### src/rtl/arb_rr4_sel_pkg.sv
// Shared definitions for the four-way round-robin arbiter and the 4:1 mux it drives.
//   state_e      : arbiter FSM encoding (ST_IDLE / ST_GRANT)
//   SEL_A..SEL_D : mux select codes for channels a..d
//   onehot4()    : converts a 2-bit select into a one-hot grant vector
package arb_rr4_sel_pkg;

  typedef enum logic {
    ST_IDLE  = 1'b0,
    ST_GRANT = 1'b1
  } state_e;

  localparam logic [1:0] SEL_A = 2'b00;
  localparam logic [1:0] SEL_B = 2'b01;
  localparam logic [1:0] SEL_C = 2'b10;
  localparam logic [1:0] SEL_D = 2'b11;

  function automatic logic [3:0] onehot4(logic [1:0] sel);
    onehot4 = 4'b0001 << sel;
  endfunction

endpackage

### src/rtl/arb_rr4_sel_if.sv
// Requester-side bundle of the arbiter.
//   req  : per-channel request lines
//   done : release pulse from the granted channel
//   s    : 2-bit select to the 4:1 mux
//   gnt  : one-hot grant (zero when idle)
//   busy : a grant is active
// master = requesters / bench, slave = arbiter.
interface arb_rr4_sel_if;
  logic [3:0] req;
  logic       done;
  logic [1:0] s;
  logic [3:0] gnt;
  logic       busy;

  modport master (
    output req,
    output done,
    input  s,
    input  gnt,
    input  busy
  );

  modport slave (
    input  req,
    input  done,
    output s,
    output gnt,
    output busy
  );
endinterface

### src/rtl/arb_rr4_sel_rr_pick4.sv
// Combinational round-robin winner search over four requesters.
//   i_req     : request vector
//   i_ptr     : highest-priority index for this search
//   o_win     : first requesting index found scanning ptr, ptr+1, ptr+2, ptr+3 (mod 4)
//   o_any_req : at least one request is present (o_win is meaningless otherwise)
module arb_rr4_sel_rr_pick4 (
  input  logic [3:0] i_req,
  input  logic [1:0] i_ptr,
  output logic [1:0] o_win,
  output logic       o_any_req
);

  logic [1:0] w_idx;

  // Scan from the farthest offset back towards ptr so the nearest request overwrites last.
  always_comb begin
    o_win     = i_ptr;
    o_any_req = |i_req;
    w_idx     = i_ptr;
    for (int k = 3; k >= 0; k--) begin
      w_idx = i_ptr + 2'(k);
      if (i_req[w_idx]) begin
        o_win = w_idx;
      end
    end
  end

endmodule

### src/rtl/arb_rr4_sel.sv
// Round-robin arbiter for four requesters, driving the select of a downstream 4:1 mux.
//   clk   : system clock, all state updates on the rising edge
//   reset : synchronous active-low reset
//   bus   : slave side of arb_rr4_sel_if (req/done in, s/gnt/busy out)
// A grant lasts until done, the owner drops its request, or HOLD_MAX cycles elapse. Every
// release is followed by at least one idle cycle, so s never moves while gnt is nonzero.
// HOLD_MAX must lie in 1..15 and fit in CNT_W bits.
module arb_rr4_sel
  import arb_rr4_sel_pkg::*;
#(
  parameter int unsigned HOLD_MAX = 4,
  parameter int unsigned CNT_W    = 4
) (
  input  logic          clk,
  input  logic          reset,
  arb_rr4_sel_if.slave  bus
);

  localparam logic [CNT_W-1:0] HoldMaxC = CNT_W'(HOLD_MAX);

  state_e           r_state, w_state_next;
  logic [1:0]       r_ptr, w_ptr_next;
  logic [CNT_W-1:0] r_cnt, w_cnt_next;
  logic [1:0]       r_s, w_s_next;
  logic [3:0]       r_gnt, w_gnt_next;
  logic             r_busy, w_busy_next;

  logic [1:0]       w_win;
  logic             w_any_req;
  logic             w_release;

  arb_rr4_sel_rr_pick4 u_pick (
    .i_req     (bus.req),
    .i_ptr     (r_ptr),
    .o_win     (w_win),
    .o_any_req (w_any_req)
  );

  // Any combination of release causes collapses into a single release.
  assign w_release = bus.done | ~bus.req[r_s] | (r_cnt == HoldMaxC);

  always_comb begin
    w_state_next = r_state;
    w_ptr_next   = r_ptr;
    w_cnt_next   = r_cnt;
    w_s_next     = r_s;
    w_gnt_next   = r_gnt;
    w_busy_next  = r_busy;
    unique case (r_state)
      ST_IDLE: begin
        // done is deliberately ignored here; s keeps its last value when nobody asks.
        if (w_any_req) begin
          w_s_next     = w_win;
          w_gnt_next   = onehot4(w_win);
          w_busy_next  = 1'b1;
          w_cnt_next   = CNT_W'(1);
          w_state_next = ST_GRANT;
        end
      end
      ST_GRANT: begin
        if (w_release) begin
          w_gnt_next   = 4'b0000;
          w_busy_next  = 1'b0;
          w_ptr_next   = r_s + 2'd1;
          w_cnt_next   = '0;
          w_state_next = ST_IDLE;
        end else begin
          w_cnt_next = r_cnt + CNT_W'(1);
        end
      end
      default: begin
        w_state_next = ST_IDLE;
      end
    endcase
  end

  always_ff @(posedge clk) begin
    if (!reset) begin
      r_state <= ST_IDLE;
      r_ptr   <= SEL_A;
      r_cnt   <= '0;
      r_s     <= SEL_A;
      r_gnt   <= 4'b0000;
      r_busy  <= 1'b0;
    end else begin
      r_state <= w_state_next;
      r_ptr   <= w_ptr_next;
      r_cnt   <= w_cnt_next;
      r_s     <= w_s_next;
      r_gnt   <= w_gnt_next;
      r_busy  <= w_busy_next;
    end
  end

  assign bus.s    = r_s;
  assign bus.gnt  = r_gnt;
  assign bus.busy = r_busy;

endmodule

### src/flat_wrapper.sv
// flat-port wrapper written by rule: the top's interface ports become plain ports
module arb_rr4_sel_flat import arb_rr4_sel_pkg::*;
#(
  parameter int unsigned HOLD_MAX = 4,
  parameter int unsigned CNT_W    = 4
)
  (clk, reset, bus_req, bus_done, bus_s, bus_gnt, bus_busy);
  arb_rr4_sel_if bus_i ();
  input  logic clk;
  input  logic reset;
  input wire logic [$bits(bus_i.req)-1:0] bus_req;
  input wire logic [$bits(bus_i.done)-1:0] bus_done;
  output wire logic [$bits(bus_i.s)-1:0] bus_s;
  output wire logic [$bits(bus_i.gnt)-1:0] bus_gnt;
  output wire logic [$bits(bus_i.busy)-1:0] bus_busy;
  assign bus_i.req = bus_req;
  assign bus_i.done = bus_done;
  assign bus_s = bus_i.s;
  assign bus_gnt = bus_i.gnt;
  assign bus_busy = bus_i.busy;
  arb_rr4_sel #(.HOLD_MAX(HOLD_MAX), .CNT_W(CNT_W)) u_core (.clk(clk), .reset(reset), .bus(bus_i));
endmodule
### config.mk
export PLATFORM = sky130hd
export DESIGN_NAME = arb_rr4_sel_flat
export DESIGN_NICKNAME = d
export VERILOG_FILES = /design/src/rtl/arb_rr4_sel_pkg.sv /design/src/rtl/arb_rr4_sel_if.sv /design/src/rtl/arb_rr4_sel_rr_pick4.sv /design/src/rtl/arb_rr4_sel.sv /design/src/flat_wrapper.sv
export SDC_FILE = /design/constraint.sdc
export NUM_CORES = 1
export LEC_CHECK = 0
export CAP_MARGIN = 10
export CELL_PAD_IN_SITES_DETAIL_PLACEMENT = 0
export CELL_PAD_IN_SITES_GLOBAL_PLACEMENT = 1
export CORE_MARGIN = 4
export CORE_UTILIZATION = 40
export CTS_CLUSTER_DIAMETER = 60
export CTS_CLUSTER_SIZE = 28
export DETAILED_ROUTE_END_ITERATION = 6
export GPL_TIMING_DRIVEN = 1
export PLACE_DENSITY = 0.85
export SKIP_LAST_GASP = 1
export SLEW_MARGIN = 20
export SYNTH_ARGS = -nofsm -noshare
export SYNTH_HDL_FRONTEND = slang
export SYNTH_SLANG_ARGS = --single-unit
### constraint.sdc
create_clock -name clk -period 2.7 [get_ports clk]
set_input_delay 0.54 -clock clk [delete_from_list [all_inputs] [get_ports clk]]
set_output_delay 0.54 -clock clk [all_outputs]
set_load 0.01 [all_outputs]
## Yosys cells after proc, flatten, opt, wreduce, memory -nomap -nowiden

Cells that the tools add are included.

- Bitwise logic cells: 4
- Multiplexer cells: 26
- Add/subtract/negate cells: 5
- Order comparisons: 5
- Reduce and logical (&&, ||, !) cells: 4
- Shifts and indexed selects: 1
- Eq/ne operators: 3

Operators with widths:

| kind | number |
|---|---|
| 4-bit 2-to-1 mux | 4 |
| 4-bit case mux with 2 select lines | 2 |
| 2-bit by 3-bit < comparator with 1-bit output (second input constant) | 5 |
| 1-bit binary-select mux with 2-bit select | 5 |
| 1-bit 2-to-1 mux | 9 |
| 2-bit 2-to-1 mux | 4 |
| 2-bit AND reduction | 3 |
| 2-bit by 1-bit adder with 2-bit output (second input constant) | 2 |
| 2-bit adder (second input constant) | 2 |
| 4-bit by 1-bit adder with 4-bit output (second input constant) | 1 |
| 4-bit by 3-bit == test with 1-bit output (second input constant) | 1 |
| 2-bit != test (second input constant) | 2 |
| 1-bit case mux with 2 select lines | 2 |
| 4-bit OR reduction | 1 |
| 1-bit by 2-bit left shift with 4-bit output (first input constant) | 1 |
| 1-bit inverter | 2 |
| 1-bit bitwise OR | 2 |

- Output and inout port bits: 7
- Word-level logic and storage cells: 54
- Input bits: 7
- Bits in registers: 14

## Longest topological paths before layout

Gate-level depths: netlist of the first run.

- Depth in word-level cells: 10
- Mapped depth: 6
- Mapped depth without buffers: 6

## By module

Synthesis of the first run repeated with hierarchy kept, for this count alone.

- Cells, all modules: 90
- Area total of the unflattened synthesis: 785.8 um2

By module, submodules not included:

| module | area each (um2) | times used | cells an instance |
|---|---|---|---|
| arb_rr4_sel | 685.7 | 1 | 74 |
| arb_rr4_sel_rr_pick4 | 100.1 | 1 | 16 |

## Least setup slack after synthesis of the first run

Ideal clock, no wire load.

- Kind: input-to-reg
- Start point: input bus_req[1]
- End point: register u_core.r_cnt[3]
- Path slack: 1.034 ns
- Data required time: 2.581 ns
- Arrival time: 1.548 ns
- Stages on the path: 5
- Path through: buf_6 mux4_2 nand4b_4 nor2_1 o221a_1

- Word-level cells in the longest chain between the ends: 7
- Elaborated cells on any way between the ends: 9
- Classes of those cells: eq/ne (1); mux (4); bitwise (3); reduce/logical (1)

Ends and longest elaborated chain:

| element | RTL line | source |
|---|---|---|
| start: declaration | flat_wrapper.sv:11 | `input wire logic [$bits(bus_i.req)-1:0] bus_req;` |
| 1-bit binary-select mux with 2-bit select | arb_rr4_sel.sv:40 | `assign w_release = bus.done \| ~bus.req[r_s] \| (r_cnt == HoldMaxC);` |
| 1-bit 2-to-1 mux (implied by the code) | arb_rr4_sel.sv:40 |  |
| 1-bit inverter | arb_rr4_sel.sv:40 |  |
| 1-bit bitwise OR (2 in series) | arb_rr4_sel.sv:40 |  |
| 4-bit 2-to-1 mux | arb_rr4_sel.sv:61 | `if (w_release) begin` |
| 4-bit case mux with 2 select lines | arb_rr4_sel.sv:49 | `unique case (r_state)` |
| end signal: assignment | arb_rr4_sel.sv:88 | `r_cnt <= w_cnt_next;` |
| end: declaration | arb_rr4_sel.sv:23 | `logic [CNT_W-1:0] r_cnt, w_cnt_next;` |

Parallel ways exist; a longest one is shown, timed or not. The select of a mux whose other input is x is not followed.
A chain may end at the register's enable or synchronous reset.

## Worst setup path in the final report of the first run

- Start point: input bus_req[3]
- End point: register u_core.r_gnt[1], in the netlist u_core.bus.gnt[1]

- Word-level cells in the longest chain between the ends: 9
- Elaborated cells on any way between the ends: 24
- Classes of those cells: eq/ne (2); shift (1); mux (16); bitwise (3); reduce/logical (2)

Ends and longest elaborated chain:

| element | RTL line | source |
|---|---|---|
| 1-bit binary-select mux with 2-bit select | arb_rr4_sel_rr_pick4.sv:22 | `if (i_req[w_idx]) begin` |
| 1-bit 2-to-1 mux (implied by the code) | arb_rr4_sel_rr_pick4.sv:22 |  |
| 2-bit 2-to-1 mux (4 in series) | arb_rr4_sel_rr_pick4.sv:22 |  |
| 1-bit by 2-bit left shift with 4-bit output | arb_rr4_sel_pkg.sv:18 | `onehot4 = 4'b0001 << sel;` |
| 4-bit 2-to-1 mux | arb_rr4_sel.sv:52 | `if (w_any_req) begin` |
| 4-bit case mux with 2 select lines | arb_rr4_sel.sv:49 |  |
| end signal: assignment | arb_rr4_sel.sv:90 | `r_gnt <= w_gnt_next;` |
| end: declaration | arb_rr4_sel.sv:25 | `logic [3:0] r_gnt, w_gnt_next;` |

Parallel ways exist; a longest one is shown, timed or not. The select of a mux whose other input is x is not followed.

==> results.sh, run 1 <==
export IMPL_postRouteWirelength_mm=1.549
export IMPL_hold_buffers=0
export IMPL_overflow=0
export IMPL_synth_nets=89
export IMPL_fin_hold_ws_ns=0.4810
export IMPL_placed_cells=116
export IMPL_post_cts_buffers=0
export IMPL_initial_core_util=0.4298
export IMPL_hpwlAfterDp_mm=1.213
export IMPL_die_area_um2=2656
export IMPL_run_status="finished, final reports clean"
export IMPL_vias=632
export IMPL_synth_async_reset_ratio=0
export IMPL_n_antenna_cell=0
export IMPL_syn_inst=80
export IMPL_worstPathMaxFanout=7
export IMPL_post_cts_resized=0
export IMPL_rsz0062_at_grt="false"
export IMPL_pwr_share_comb=0.216
export IMPL_setup_slack_ns=0.6960
export IMPL_seq_power_share=0.484
export IMPL_seqCellArea_um2=280.3
export IMPL_syn_to_final_growth_pct=24.09
export IMPL_drt_iter0_markers=6
export IMPL_hold_viol_final=0
export IMPL_switchingPower_w=0.0001315
export IMPL_die_width_um=51.54
export IMPL_critPathRequiredTime_ns=2.87
export IMPL_worstMarginPinSlew_ns=0.4216
export IMPL_core_area_um2=1764
export IMPL_max_cap_violations=0
export IMPL_cts_buffers=3
export IMPL_drive_above_1_share=0.08421
export IMPL_critPathLaunchType="primary input"
export IMPL_max_vdd_ir_drop_mv=0.3288
export IMPL_pin_count=14
export IMPL_synth_xor_area_frac=0.01155
export IMPL_synth_top_area_frac=0.3696
export IMPL_synth_seq_cells=14
export IMPL_yosysTopAreaCell="dfxtp_1"
export IMPL_power_internal_w=0.0003589
export IMPL_antenna_found_initial=0
export IMPL_multi_input_area_um2=444.2
export IMPL_fin_setup_tns_ns=0
export IMPL_synth_area_um2=758.2
export IMPL_syn_avg_cell_area_um2=9.478
export IMPL_grt_pass1_vias=653
export IMPL_seq_area_frac_synth=0.3696
export IMPL_p_sw_frac=0.2682
export IMPL_power_leakage_nw=0.3648
export IMPL_slew_headroom=0.7181
export IMPL_portBuffers=13
export IMPL_fin_nets=105
export IMPL_grt_pass1_wl_mm=2.835
export IMPL_fp_dieH_um=51.54
export IMPL_antenna_left=0
export IMPL_fin_cells=120
export IMPL_cts_sinks=14
export IMPL_wl_per_cell_um=12.91
export IMPL_period_share=0.7422
export IMPL_cts_max_path_buffers=2
export IMPL_max_freq_ghz=0.4990
export IMPL_worstPathArrival_ns=2.17
export IMPL_powerDensity_nw_per_um2=521.2
export IMPL_global_route_usage_total=0.1410
export IMPL_yosys_area_share_simple=0.2129
export IMPL_synthTopCellsByArea="dfxtp_1 37%, a32o_1 5.3%, o211a_1 4.0%"
export IMPL_cpPeakStageDelay_ns=0.52
export IMPL_path_cells="clkdlybuf4s50_1 -> nor4_2 -> nor2_1 -> and2_1 -> a32o_1"
export IMPL_path_class="in -> reg"
export IMPL_fill_cells=180
export IMPL_synth_distinct_cells=31
export IMPL_clkPwrFrac=0.300
export IMPL_ys_warn_count=0
export IMPL_hp_class="reg -> reg"
export IMPL_synth_edff_count=0
export IMPL_grt_max_degree=15
export IMPL_gp_congestion=0.7461
export IMPL_synth_top_family_by_area="compound AO/OA/AOI/OAI gates"
export IMPL_cp_end_kind="register"
export IMPL_tritoncts="yes"
export IMPL_drc_errors=0
export IMPL_via_per_inst=5.267
export IMPL_finClkSkew_ns=0.002699
export IMPL_num_rows=15
export IMPL_cpMaxStageDelayCell="clkdlybuf4s50_1"
export IMPL_cts_root_buffer="clkbuf_4"
export IMPL_setup_viol=0
export IMPL_synthMuxAreaShare=0.05611
export IMPL_dr_pass1_iters=4
export IMPL_path_clk_slew_ns=0.08
export IMPL_clk_insertion_delay_late_ns=0.27
export IMPL_synthAdderAreaFrac=0.03300
export IMPL_ys_flop_type="dfxtp_1"
export IMPL_maxSlewViolCount=0
export IMPL_dp_slack_ns=0.4015
export IMPL_fin_crit_ns=2.004
export IMPL_cts_max_level=1
export IMPL_synth_compound_area_frac=0.2723
## per-stage QoR
stage          cell area [um^2]  power [W]    util
2_1_floorplan             758.2  0.0003050       -
3_3_place_gp              904.6  0.0003465  0.5128
3_5_place_dp              904.6  0.0003485  0.5128
4_1_cts                   940.9  0.0004958  0.5333
5_1_grt                   940.9  0.0005199  0.5333
6_report                  940.9  0.0004904  0.5333
## sequential cells by signal, indices dropped and copies added, names as in the netlist
signal and cells:
u_core.bus.gnt 4, u_core.r_cnt 4, u_core.r_ptr 2, u_core.bus.s 2, u_core.r_state 1, u_core.bus.busy 1
## kinds of logic after synthesis
logic type | Yosys count
and+or+nand+nor | 26
adders and majority gates | 2
AOI/OAI and AO/OA | 27
buffers and inverters | 7
muxes | 3
xor gates and xnor gates | 1
DFF | 14
## critical path: cells and delay by family
kind,cells,cell delay (ns)
AOI/OAI and AO/OA,1,0.27
and+or+nand+nor,3,0.85
buffers and inverters,1,0.52
## Yosys cell counts (all sizes together), types with 2 or more instances
| library cell | n |
|---|---|
| a21boi | 2 |
| a21oi | 5 |
| a32o | 4 |
| and2 | 2 |
| dfxtp | 14 |
| ha | 2 |
| inv | 5 |
| mux2i | 2 |
| nand2 | 6 |
| nand2b | 2 |
| nand3b | 2 |
| nor2 | 5 |
| nor2b | 4 |
| o211a | 3 |
| o211ai | 2 |
| o21ai | 4 |
| o22a | 2 |
| o22ai | 2 |
## path summary, 6_finish.rpt
path / startpoint / to / slack, ns / cells after the start
worst max-delay path: bus_req[3] / u_core.bus.gnt[1] / 0.70 / 5
worst min-delay path: u_core.bus.gnt[3] / u_core.bus.gnt[3] / 0.48 / 1
worst min register to register: u_core.bus.gnt[3] / u_core.bus.gnt[3] / 0.48 / 1
worst max register to register: u_core.bus.s[0] / u_core.bus.gnt[1] / 1.13 / 4
## layout by cell type, fill, tap and decap left out, drive strengths merged, types with 3 or more instances in the layout
cell	instances
o21ai	4
a32o	4
nor2	5
o211a	3
nor2b	4
nand2	6
a21oi	5
clkdlybuf4s50	13
clkbuf	4
inv	5
dfxtp	14
## area by class of cell
type | count | area share
flip-flops and latches | 14 | 0.2979
well taps | 25 | 0.03324
clock buffers | 4 | 0.03856
inverters | 5 | 0.01995
repair buffers | 13 | 0.1383
multi-input cells | 59 | 0.4721
## metal layers
layer  track usage  wire [um]
met3       0.05158         65
met4       0.02620          9
met5             0          0
met2        0.2182        674
met1        0.1893        800
## power groups by stage
stage               Clock [W]  Sequential (W)  Combinational (W)
floorplan                   0        0.000243          0.0000618
global placement            0        0.000242           0.000105
detailed placement          0        0.000242           0.000106
CTS                  0.000152        0.000238           0.000107
global route         0.000161        0.000241           0.000118
finish               0.000147        0.000238           0.000106
No activity file was read; power rests on OpenSTA's default activity.
==> run 2, diff against run 1 <==
CORE_UTILIZATION = 34   (was 40)
PLACE_DENSITY = 0.77   (was 0.85)
clock period = 1.7 ns   (was 2.7 ns; I/O delays follow)
==> run 2 against run 1 <==
Against the previous run: combinational power grew 84%; sequential cell count unchanged; worst setup slack worse by 0.66 ns; clock skew shrank 0.0011 ns; largest power group unchanged; sequential power is 58% higher; critical path depth unchanged; utilization fell by 3.0 points; global-route usage down 2.1 points; register-to-register slack got worse by 0.88 ns; final cell count is 10% higher.
==> results.sh, run 2 (synthesized netlist as in run 1, its figures left out) <==
export IMPL_worstPathMaxFanout=7
export IMPL_path_clk_slew_ns=0.09
export IMPL_vias=688
export IMPL_hold_viol_final=0
export IMPL_hp_class="reg -> reg"
export IMPL_r2r_worst_path_cells=4
export IMPL_power_leakage_nw=0.4322
export IMPL_hold_buffers=0
export IMPL_period_share=0.9760
export IMPL_overflow=0
export IMPL_cp_end_kind="register"
export IMPL_worstPathArrival_ns=1.84
export IMPL_cpPeakStageDelay_ns=0.55
export IMPL_rsz0062_at_grt="false"
export IMPL_pin_count=14
export IMPL_drive_above_1_share=0.1905
export IMPL_global_route_usage_total=0.1204
export IMPL_cp_num_buf_inv=1
export IMPL_syn_to_final_growth_pct=35.64
export IMPL_critPathTopFamily="multiplexers"
export IMPL_crit_cells=5
export IMPL_slew_headroom=0.8022
export IMPL_worstMarginPinSlew_ns=0.2967
export IMPL_num_rows=16
export IMPL_powerDensity_nw_per_um2=790.1
export IMPL_postRouteWirelength_mm=1.665
export IMPL_hpwlAfterDp_mm=1.299
export IMPL_portBuffers=13
export IMPL_finClkSkew_ns=0.001638
export IMPL_run_status="finished, final reports clean"
export IMPL_critPathRequiredTime_ns=1.88
export IMPL_critPathLaunchType="primary input"
export IMPL_fp_dieH_um=55.23
export IMPL_tritoncts="yes"
export IMPL_cpMaxStageDelayCell="mux4_2"
export IMPL_die_area_um2=3050
export IMPL_final_common_cell="dfxtp_1"
export IMPL_hold_depth=1
export IMPL_drc_errors=0
export IMPL_dpl_cell_area_um2=982.2
export IMPL_grt_max_degree=9
export IMPL_final_cell_mix="13 x dfxtp_1, 11 x clkdlybuf4s50_1, 10 x buf_4"
export IMPL_max_freq_ghz=0.6027
export IMPL_dr_pass1_iters=4
export IMPL_fin_crit_ns=1.659
export IMPL_cts_buffers=3
export IMPL_fin_setup_tns_ns=0
export IMPL_cts_max_level=1
export IMPL_core_area_um2=2042
export IMPL_cts_max_path_buffers=2
export IMPL_max_vdd_ir_drop_mv=0.5193
export IMPL_fin_area_um2=1028
export IMPL_fin_nets=115
export IMPL_setup_viol=0
export IMPL_wl_per_cell_um=12.61
export IMPL_maxSlewViolCount=0
export IMPL_n_antenna_cell=0
export IMPL_initial_core_util=0.3713
export IMPL_via_per_inst=5.212
export IMPL_cts_root_buffer="clkbuf_4"
export IMPL_max_cap_violations=0
export IMPL_grt_pass1_wl_mm=2.967
export IMPL_drt_iter0_markers=8
export IMPL_grt_pass1_vias=665
export IMPL_cts_sinks=14
export IMPL_path_class="in -> reg"
export IMPL_antenna_left=0
export IMPL_clk_insertion_delay_late_ns=0.28
export IMPL_path_cells="clkdlybuf4s50_1 -> mux4_2 -> nand4b_4 -> a21boi_2 -> a32o_1"
export IMPL_gp_congestion=0.6938
export IMPL_antenna_found_initial=0
export IMPL_die_width_um=55.23
==> run 2: worst paths after layout <==
| kind | start | endpoint | slack (ns) |
|---|---|---|---|
| worst max register to register | u_core.bus.s[0] | u_core.bus.gnt[2] | 0.25 |
| worst max-delay path | bus_req[3] | u_core.bus.gnt[2] | 0.04 |
| worst min register to register | u_core.bus.gnt[0] | u_core.bus.gnt[0] | 0.47 |
| worst min-delay path | u_core.bus.gnt[0] | u_core.bus.gnt[0] | 0.47 |
==> run 2: layer usage <==
| layer | part of all wire | wire, um | global-route usage | up-vias |
|---|---|---|---|---|
| met5 | 0 | 0 | 0 | - |
| met4 | 0.0042 | 7 | 0.05208 | 0 |
| met3 | 0.041 | 68 | 0.03497 | 2 |
| met2 | 0.43 | 712 | 0.1672 | 14 |
| met1 | 0.53 | 876 | 0.1707 | 325 |
| li1 | - | - | - | 347 |
==> run 2: timing repair <==
action | CTS | global route
buffers inserted | 0 | 0
resized for setup | 0 | 5
setup endpoints to repair | 0 | 7
==> run 2: stage by stage <==
step	std cells	total power [W]	worst slack, ns	util	hold slack [ns]
2_1_floorplan	80	0.0004844	0.1765	-	0.4514
3_3_place_gp	128	0.0005741	-0.2686	0.4810	0.4573
3_5_place_dp	128	0.0005774	-0.2911	0.4810	0.4603
4_1_cts	132	0.0008196	0.01369	0.4988	0.4771
5_1_grt	132	0.0008648	0.01099	0.5037	0.5076
6_report	132	0.0008126	0.04074	0.5037	0.4704
==> run 2: cell type report <==
cell class                 count  area [um^2]
tap                           27        33.78
fill                         211         1013
clock buffer                   4        36.28
inverter                       5        18.77
timing repair buffer          23        210.2
multi-input combinational     59        447.9
sequential                    14        281.5
==> run 2: worst reg2reg max path, delay by kind of cell (launching register included) <==
family             cells  cell delay [ns]
muxes                  1             0.54
AOI/OAI and AO/OA      2             0.31
and+or+nand+nor        1             0.16
DFF                    1             0.35
==> run 2: power breakdown <==
part	leakage (nW)	switching, W	internal, W
combinational	0.296	0.0000873	0.000107
sequential	0.115	0.0000235	0.000353
clock	0.0210	0.000112	0.000130
total	0.432	0.000222	0.000590
